<file path="src/rtl/pc_fetch_ctrl.sv">
// PC sequencer and fetch controller: single outstanding imem request, 2-entry decode buffer, redirect squash.
// Optional misaligned-redirect trap enabled by defining FETCH_MISALIGN_TRAP_EN.
module pc_fetch_ctrl #(
    parameter int unsigned      WIDTH    = 16,
    parameter int unsigned      IW       = 32,
    parameter logic [2:0]       INC      = 3'b100,
    parameter logic [WIDTH-1:0] RESET_PC = '0
) (
    input  logic             clk,
    input  logic             rst,
    input  logic             redirect_valid,
    input  logic [WIDTH-1:0] redirect_pc,
    output logic             imem_req_valid,
    input  logic             imem_req_ready,
    output logic [WIDTH-1:0] imem_addr,
    input  logic             imem_rsp_valid,
    input  logic [IW-1:0]    imem_rsp_data,
    output logic             inst_valid,
    input  logic             inst_ready,
    output logic [IW-1:0]    inst_data,
    output logic [WIDTH-1:0] inst_pc,
    output logic             fetch_fault
);

    // Handshakes: a transfer happens on a rising edge where valid && ready are both high;
    // a request holds its address while valid && !ready, except when a redirect replaces it.

    typedef enum logic [2:0] {
        S_IDLE  = 3'd0,
        S_REQ   = 3'd1,
        S_WAIT  = 3'd2,
        S_HOLD  = 3'd3,
        S_FAULT = 3'd4
    } state_e;

    localparam logic [WIDTH-1:0] ALIGN_MASK = {{(WIDTH-2){1'b1}}, 2'b00};

    state_e           state_q, state_d;
    logic [WIDTH-1:0] pc_q, pc_d;
    logic [WIDTH-1:0] req_pc_q, req_pc_d;
    logic             discard_q, discard_d;
    logic [1:0]       count_q, count_d;
    logic             rd_ptr_q, rd_ptr_d;
    logic             wr_ptr_q, wr_ptr_d;
    logic [IW-1:0]    buf_data_q [2];
    logic [IW-1:0]    buf_data_d [2];
    logic [WIDTH-1:0] buf_pc_q   [2];
    logic [WIDTH-1:0] buf_pc_d   [2];

    logic             redir;
    logic             misalign;
    logic [WIDTH-1:0] target;
    logic             req_fire;
    logic             rsp_in_wait;
    logic             push;
    logic             pop;
    logic [1:0]       occ_after;

    always_comb begin
        redir = redirect_valid && (state_q != S_FAULT);
`ifdef FETCH_MISALIGN_TRAP_EN
        misalign = redir && (redirect_pc[1:0] != 2'b00);
        target   = redirect_pc;
`else
        misalign = 1'b0;
        target   = redirect_pc & ALIGN_MASK;
`endif
        req_fire    = (state_q == S_REQ) && imem_req_ready;
        rsp_in_wait = (state_q == S_WAIT) && imem_rsp_valid;
        push        = rsp_in_wait && !redir && !discard_q;
        pop         = (count_q != 2'd0) && inst_ready;
        occ_after   = count_q + {1'b0, push} - {1'b0, pop};
    end

    // State register
    always_ff @(posedge clk or posedge rst) begin
        if (rst) begin
            state_q <= S_IDLE;
        end else begin
            state_q <= state_d;
        end
    end

    // Next-state logic; redirect overrides the normal sequence
    always_comb begin
        state_d = state_q;
        case (state_q)
            S_IDLE:  state_d = S_REQ;
            S_REQ:   if (req_fire) state_d = S_WAIT;
            S_WAIT:  if (rsp_in_wait) state_d = (occ_after < 2'd2) ? S_REQ : S_HOLD;
            S_HOLD:  if (occ_after < 2'd2) state_d = S_REQ;
            S_FAULT: state_d = S_FAULT;
            default: state_d = S_IDLE;
        endcase
        if (redir) begin
            if (misalign) begin
                state_d = S_FAULT;
            end else if (state_q == S_WAIT) begin
                state_d = rsp_in_wait ? S_REQ : S_WAIT;
            end else if (state_q == S_REQ) begin
                state_d = req_fire ? S_WAIT : S_REQ;
            end else begin
                state_d = S_REQ;
            end
        end
    end

    // Outputs
    always_comb begin
        imem_req_valid = (state_q == S_REQ);
        imem_addr      = pc_q;
        inst_valid     = (count_q != 2'd0);
        inst_data      = buf_data_q[rd_ptr_q];
        inst_pc        = buf_pc_q[rd_ptr_q];
`ifdef FETCH_MISALIGN_TRAP_EN
        fetch_fault    = (state_q == S_FAULT);
`else
        fetch_fault    = 1'b0;
`endif
    end

    always_comb begin
        pc_d      = pc_q;
        req_pc_d  = req_pc_q;
        discard_d = discard_q;
        count_d   = occ_after;
        rd_ptr_d  = rd_ptr_q;
        wr_ptr_d  = wr_ptr_q;
        buf_data_d = buf_data_q;
        buf_pc_d   = buf_pc_q;

        if (req_fire) begin
            req_pc_d = pc_q;
            pc_d     = pc_q + WIDTH'(INC);
        end
        if (rsp_in_wait && discard_q) begin
            discard_d = 1'b0;
        end
        if (push) begin
            buf_data_d[wr_ptr_q] = imem_rsp_data;
            buf_pc_d[wr_ptr_q]   = req_pc_q;
            wr_ptr_d             = ~wr_ptr_q;
        end
        if (pop) begin
            rd_ptr_d = ~rd_ptr_q;
        end
        // A response still in flight after the redirect belongs to the old path
        if (redir) begin
            pc_d      = target;
            discard_d = ((state_q == S_WAIT) && !imem_rsp_valid && discard_q) ||
                        ((state_q == S_WAIT) && !imem_rsp_valid) || req_fire;
            count_d   = 2'd0;
            rd_ptr_d  = 1'b0;
            wr_ptr_d  = 1'b0;
        end
    end

    always_ff @(posedge clk or posedge rst) begin
        if (rst) begin
            pc_q      <= RESET_PC;
            req_pc_q  <= RESET_PC;
            discard_q <= 1'b0;
            count_q   <= 2'd0;
            rd_ptr_q  <= 1'b0;
            wr_ptr_q  <= 1'b0;
            for (int i = 0; i < 2; i++) begin
                buf_data_q[i] <= '0;
                buf_pc_q[i]   <= '0;
            end
        end else begin
            pc_q       <= pc_d;
            req_pc_q   <= req_pc_d;
            discard_q  <= discard_d;
            count_q    <= count_d;
            rd_ptr_q   <= rd_ptr_d;
            wr_ptr_q   <= wr_ptr_d;
            buf_data_q <= buf_data_d;
            buf_pc_q   <= buf_pc_d;
        end
    end

endmodule
</file>
<file path="config.mk">
export PLATFORM = sky130hd
export DESIGN_NAME = pc_fetch_ctrl
export DESIGN_NICKNAME = d
export VERILOG_FILES = /design/src/rtl/pc_fetch_ctrl.sv
export SDC_FILE = /design/constraint.sdc
export NUM_CORES = 1
export LEC_CHECK = 0
export CAP_MARGIN = 5
export CORE_ASPECT_RATIO = 0.9
export CORE_UTILIZATION = 51
export DETAILED_ROUTE_END_ITERATION = 8
export GPL_TIMING_DRIVEN = 1
export PLACE_DENSITY = 0.86
export REMOVE_ABC_BUFFERS = 1
export SYNTH_ARGS = -nofsm -noshare
export SYNTH_HDL_FRONTEND = slang
export SYNTH_SLANG_ARGS = --single-unit
</file>
<file path="constraint.sdc">
create_clock -name clk -period 4.8 [get_ports clk]
set_input_delay 0.72 -clock clk [delete_from_list [all_inputs] [get_ports clk]]
set_output_delay 0.72 -clock clk [all_outputs]
set_load 0.01 [all_outputs]
</file>
==> run summary <==
The run finished with clean final reports. The floorplan step set the die height to 103.1 um. The total congestion overflow after global routing is 0. The combined area of all synthesized cells came out at 0.005788 mm^2.

The worst setup path is launched from a flop. The reported max-cap violation count is 0. The area growth from synthesis to layout came out at 31.88%. The post-placement cell area is 0.006994 mm^2. The routed layout has 3879 vias.

The initial antenna violation count is 0. The critical path in this run is classified as reg -> out. TritonCTS built the clock tree. The CTS buffer count came out at 17. The worst path needs 3233 ps of the cycle, external delays included. The leading cell type in the layout, fill and taps excluded is mux2_2.

The count of cells along the worst register-to-register path came out at 10. The critical path required time came out at 4080 ps. The number of nets still failing antenna checks after routing is 0. The final-report setup violation count is 0. At the end of routability-driven placement, the weighted congestion stood at 0.8124. The post-CTS resize count is 0.

The portion of the clock cycle consumed by the worst path in the final layout came out at 0.6736. The count of standard-cell rows came out at 36. Synthesis produced 444 cells. The routed via count divided by cell count came out at 5.358. The net total in the final layout is 616. The transition time at the pin with the least slew margin came out at 1151 ps. For this configuration, the core starts out at a cell density of 0.5288. The final wirelength is 12170 um. The post-CTS clock slew at the launch and capture registers of the worst setup and hold paths came out at 60 ps. The number of remaining DRC errors is 0. The via count of the first global-routing pass came out at 3858. The hold violation total from the final report came out at 0. Including well taps, the total number of placed cells is 692. The wire length of the first global-routing pass came out at 19380 um. The filler-free cell count of the finished design is 724. The worst min-delay path category is reg -> reg. The count of routing violations after the opening detailed-route iteration is 266. The count of synthesis-stage warnings from yosys is 0. The average size of a mapped cell came out at 13.04 um^2.

The maximum number of pins on one net before global-route repair is 61. The maximum level of the CTS H-tree came out at 4. The power density of the placed cells is 548.5 mW/mm^2. In the final layout, the share of cells above drive strength 1 is 0.3199. In this run, synthesis produced a sequential element count of 128.

The die covers 0.01178 mm^2. The library cells used most frequently in the layout, excluding fill and tap cells, are 136 x mux2_2, 127 x dfrtp_1, 113 x clkdlybuf4s50_1. The post-layout instance area is 0.007634 mm^2. The routed wire length per instance is 16.80 um.

The region available for standard cell placement spans 0.01095 mm^2. The length of the first detailed-routing pass in iterations came out at 5. Data arrives at the worst endpoint at 2510 ps.

The highest attainable clock frequency came out at 309.3 MHz. Port buffering added 113 buffers. The smallest hold slack is 487.8 ps. The clock passes through at most 2 buffers.

The setup fix buffers added after clock tree synthesis is 0. The worst relative slew slack is 0.2330. In this run the count of I/O pins placed on the die edge is 121. The overall routing resource usage is 0.2200.

The hold buffer count at cts came out at 0. The die width came out at 114.3 um. Once detailed placement completed, the half-perimeter wirelength came to 7853 um. The total inserted antenna cells is 0. The number of distinct standard cells referenced by the synthesized netlist is 42. The instance count along the most critical hold path came out at 2. Setup repair after global routing left no endpoint under its margin. The leakage component of the power is 3.551 nW. The portion of the post-synthesis area used by sequential elements is 0.5534.

The cell sitting at the root of the clock tree is a clkbuf_16. Of all nets on the critical path, the largest fanout is 47. The number of max-slew violations in the final report is 0. The clock latency of the later-clocked register in the worst-skew pair came out at 420 ps. VDD sags by at most 0.3042 mV. The clock drives 128 sinks. The kind of capture point of the worst setup path is an output port.

The worst clock skew is 10.32 ps. The accumulated negative setup slack came out at 0 ps.
-- per-layer routing --
metal  global-route usage  up-vias  routed length (um)
met5                    0        -                   0
met4              0.08092        0                 159
met3              0.06937       15                 856
met2               0.3646      153                5830
met1               0.2733     1940                5319
li1                     -     1771                   -
-- power by group --
part | switching (W) | total [W] | internal (W)
sequential | 0.000219 | 0.00157 | 0.00135
combinational | 0.000475 | 0.00125 | 0.000772
clock | 0.000451 | 0.00137 | 0.000918
total | 0.00114 | 0.00419 | 0.00304
-- sequential cells by signal (all words and copies together), names as in the netlist --
| signal | count |
|---|---|
| buf_data_q | 64 |
| buf_pc_q | 28 |
| count_q | 2 |
| discard_q | 1 |
| imem_addr | 14 |
| rd_ptr_q | 1 |
| req_pc_q | 14 |
| state_q | 3 |
| wr_ptr_q | 1 |
-- synth_stat cells --
| master | instances | area share |
|---|---|---|
| mux2_2 | 136 | 0.26 |
| dfrtp_1 | 128 | 0.55 |
| nand2_1 | 63 | 0.041 |
| o21ai_0 | 11 | 0.0095 |
| xnor2_1 | 10 | 0.015 |
| buf_2 | 8 | 0.0069 |
| buf_6 | 8 | 0.016 |
| nor2_1 | 7 | 0.0045 |
| inv_1 | 6 | 0.0039 |
| o21ai_1 | 6 | 0.0052 |
| buf_4 | 5 | 0.0065 |
| nand3_1 | 5 | 0.0043 |
| clkbuf_1 | 4 | 0.0026 |
| nor3_1 | 4 | 0.0035 |
| and2_1 | 3 | 0.0032 |
| ha_1 | 3 | 0.0065 |
| nor4_1 | 3 | 0.0032 |
| xor2_1 | 3 | 0.0045 |
| a31oi_1 | 2 | 0.0022 |
| mux2_1 | 2 | 0.0039 |
| nand2b_1 | 2 | 0.0022 |
| nand4_1 | 2 | 0.0022 |
| nand4bb_1 | 2 | 0.0039 |
| o211ai_1 | 2 | 0.0026 |
| or3_1 | 2 | 0.0022 |
| a211oi_1 | 1 | 0.0013 |
| a21boi_0 | 1 | 0.0013 |
| a221oi_1 | 1 | 0.0015 |
| buf_1 | 1 | 0.00065 |
| conb_1 | 1 | 0.00065 |
| inv_2 | 1 | 0.00065 |
| mux2i_1 | 1 | 0.0017 |
| nand2_2 | 1 | 0.0011 |
| nand3b_1 | 1 | 0.0013 |
| nand4_4 | 1 | 0.0037 |
| nor2_8 | 1 | 0.0035 |
| nor3_2 | 1 | 0.0017 |
| nor4_2 | 1 | 0.0022 |
| nor4bb_1 | 1 | 0.0017 |
| o22a_1 | 1 | 0.0015 |
| or2_2 | 1 | 0.0011 |
| or3b_1 | 1 | 0.0015 |
-- worst paths after layout --
path | from | to | slack (ps)
setup / recovery | rd_ptr_q$_DFFE_PP0P_ | inst_data[13] | 1570
hold / removal | req_pc_q[2]$_DFFE_PP0P_ | req_pc_q[2]$_DFFE_PP0P_ | 490
setup reg to reg | state_q[2]$_DFFE_PP0P_ | state_q[1]$_DFFE_PP0P_ | 2440
hold reg to reg | req_pc_q[2]$_DFFE_PP0P_ | req_pc_q[2]$_DFFE_PP0P_ | 490
max in group asynchronous | rst | buf_data_q[42]$_DFFE_PP0P_ | 3000
min in group asynchronous | rst | buf_data_q[36]$_DFFE_PP0P_ | 790
-- metrics by stage --
| stage | setup WS, ps | util | total power [W] |
|---|---|---|---|
| after floorplan | 667.4 | - | 0.002194 |
| after detailed placement | 1798 | 0.6390 | 0.002836 |
| final | 1567 | 0.6974 | 0.004187 |
| after global routing | 1477 | 0.6974 | 0.004393 |
| after global placement | 1891 | 0.6390 | 0.002769 |
| after CTS | 1562 | 0.6974 | 0.004223 |
-- worst max-delay path, cell delays in order (launching register included) --
cell and delay [ps]:
dfrtp_2 1090, mux2_2 430, clkdlybuf4s50_1 510
-- final cells by class --
class	count	area (um^2)
sequential	128	3204
clock inverter	11	158.9
multi-input combinational	287	2402
timing repair buffer	118	1169
fill	786	3312
tap	152	190.2
inverter	7	28.78
clock buffer	21	480.5
-- cells by family (layout without fill, tap and decap cells) --
family,count (synthesis),count (layout),synth area share
buffers and inverters,33,157,0.03675
adders and majority gates,3,3,0.006486
muxes,139,139,0.2702
and+or+nand+nor,102,102,0.08777
xor gates and xnor gates,13,13,0.01967
other,1,5,0.0006479
DFF,128,128,0.5534
AOI/OAI and AO/OA,25,25,0.02508
(Power assumes the default switching activity.)
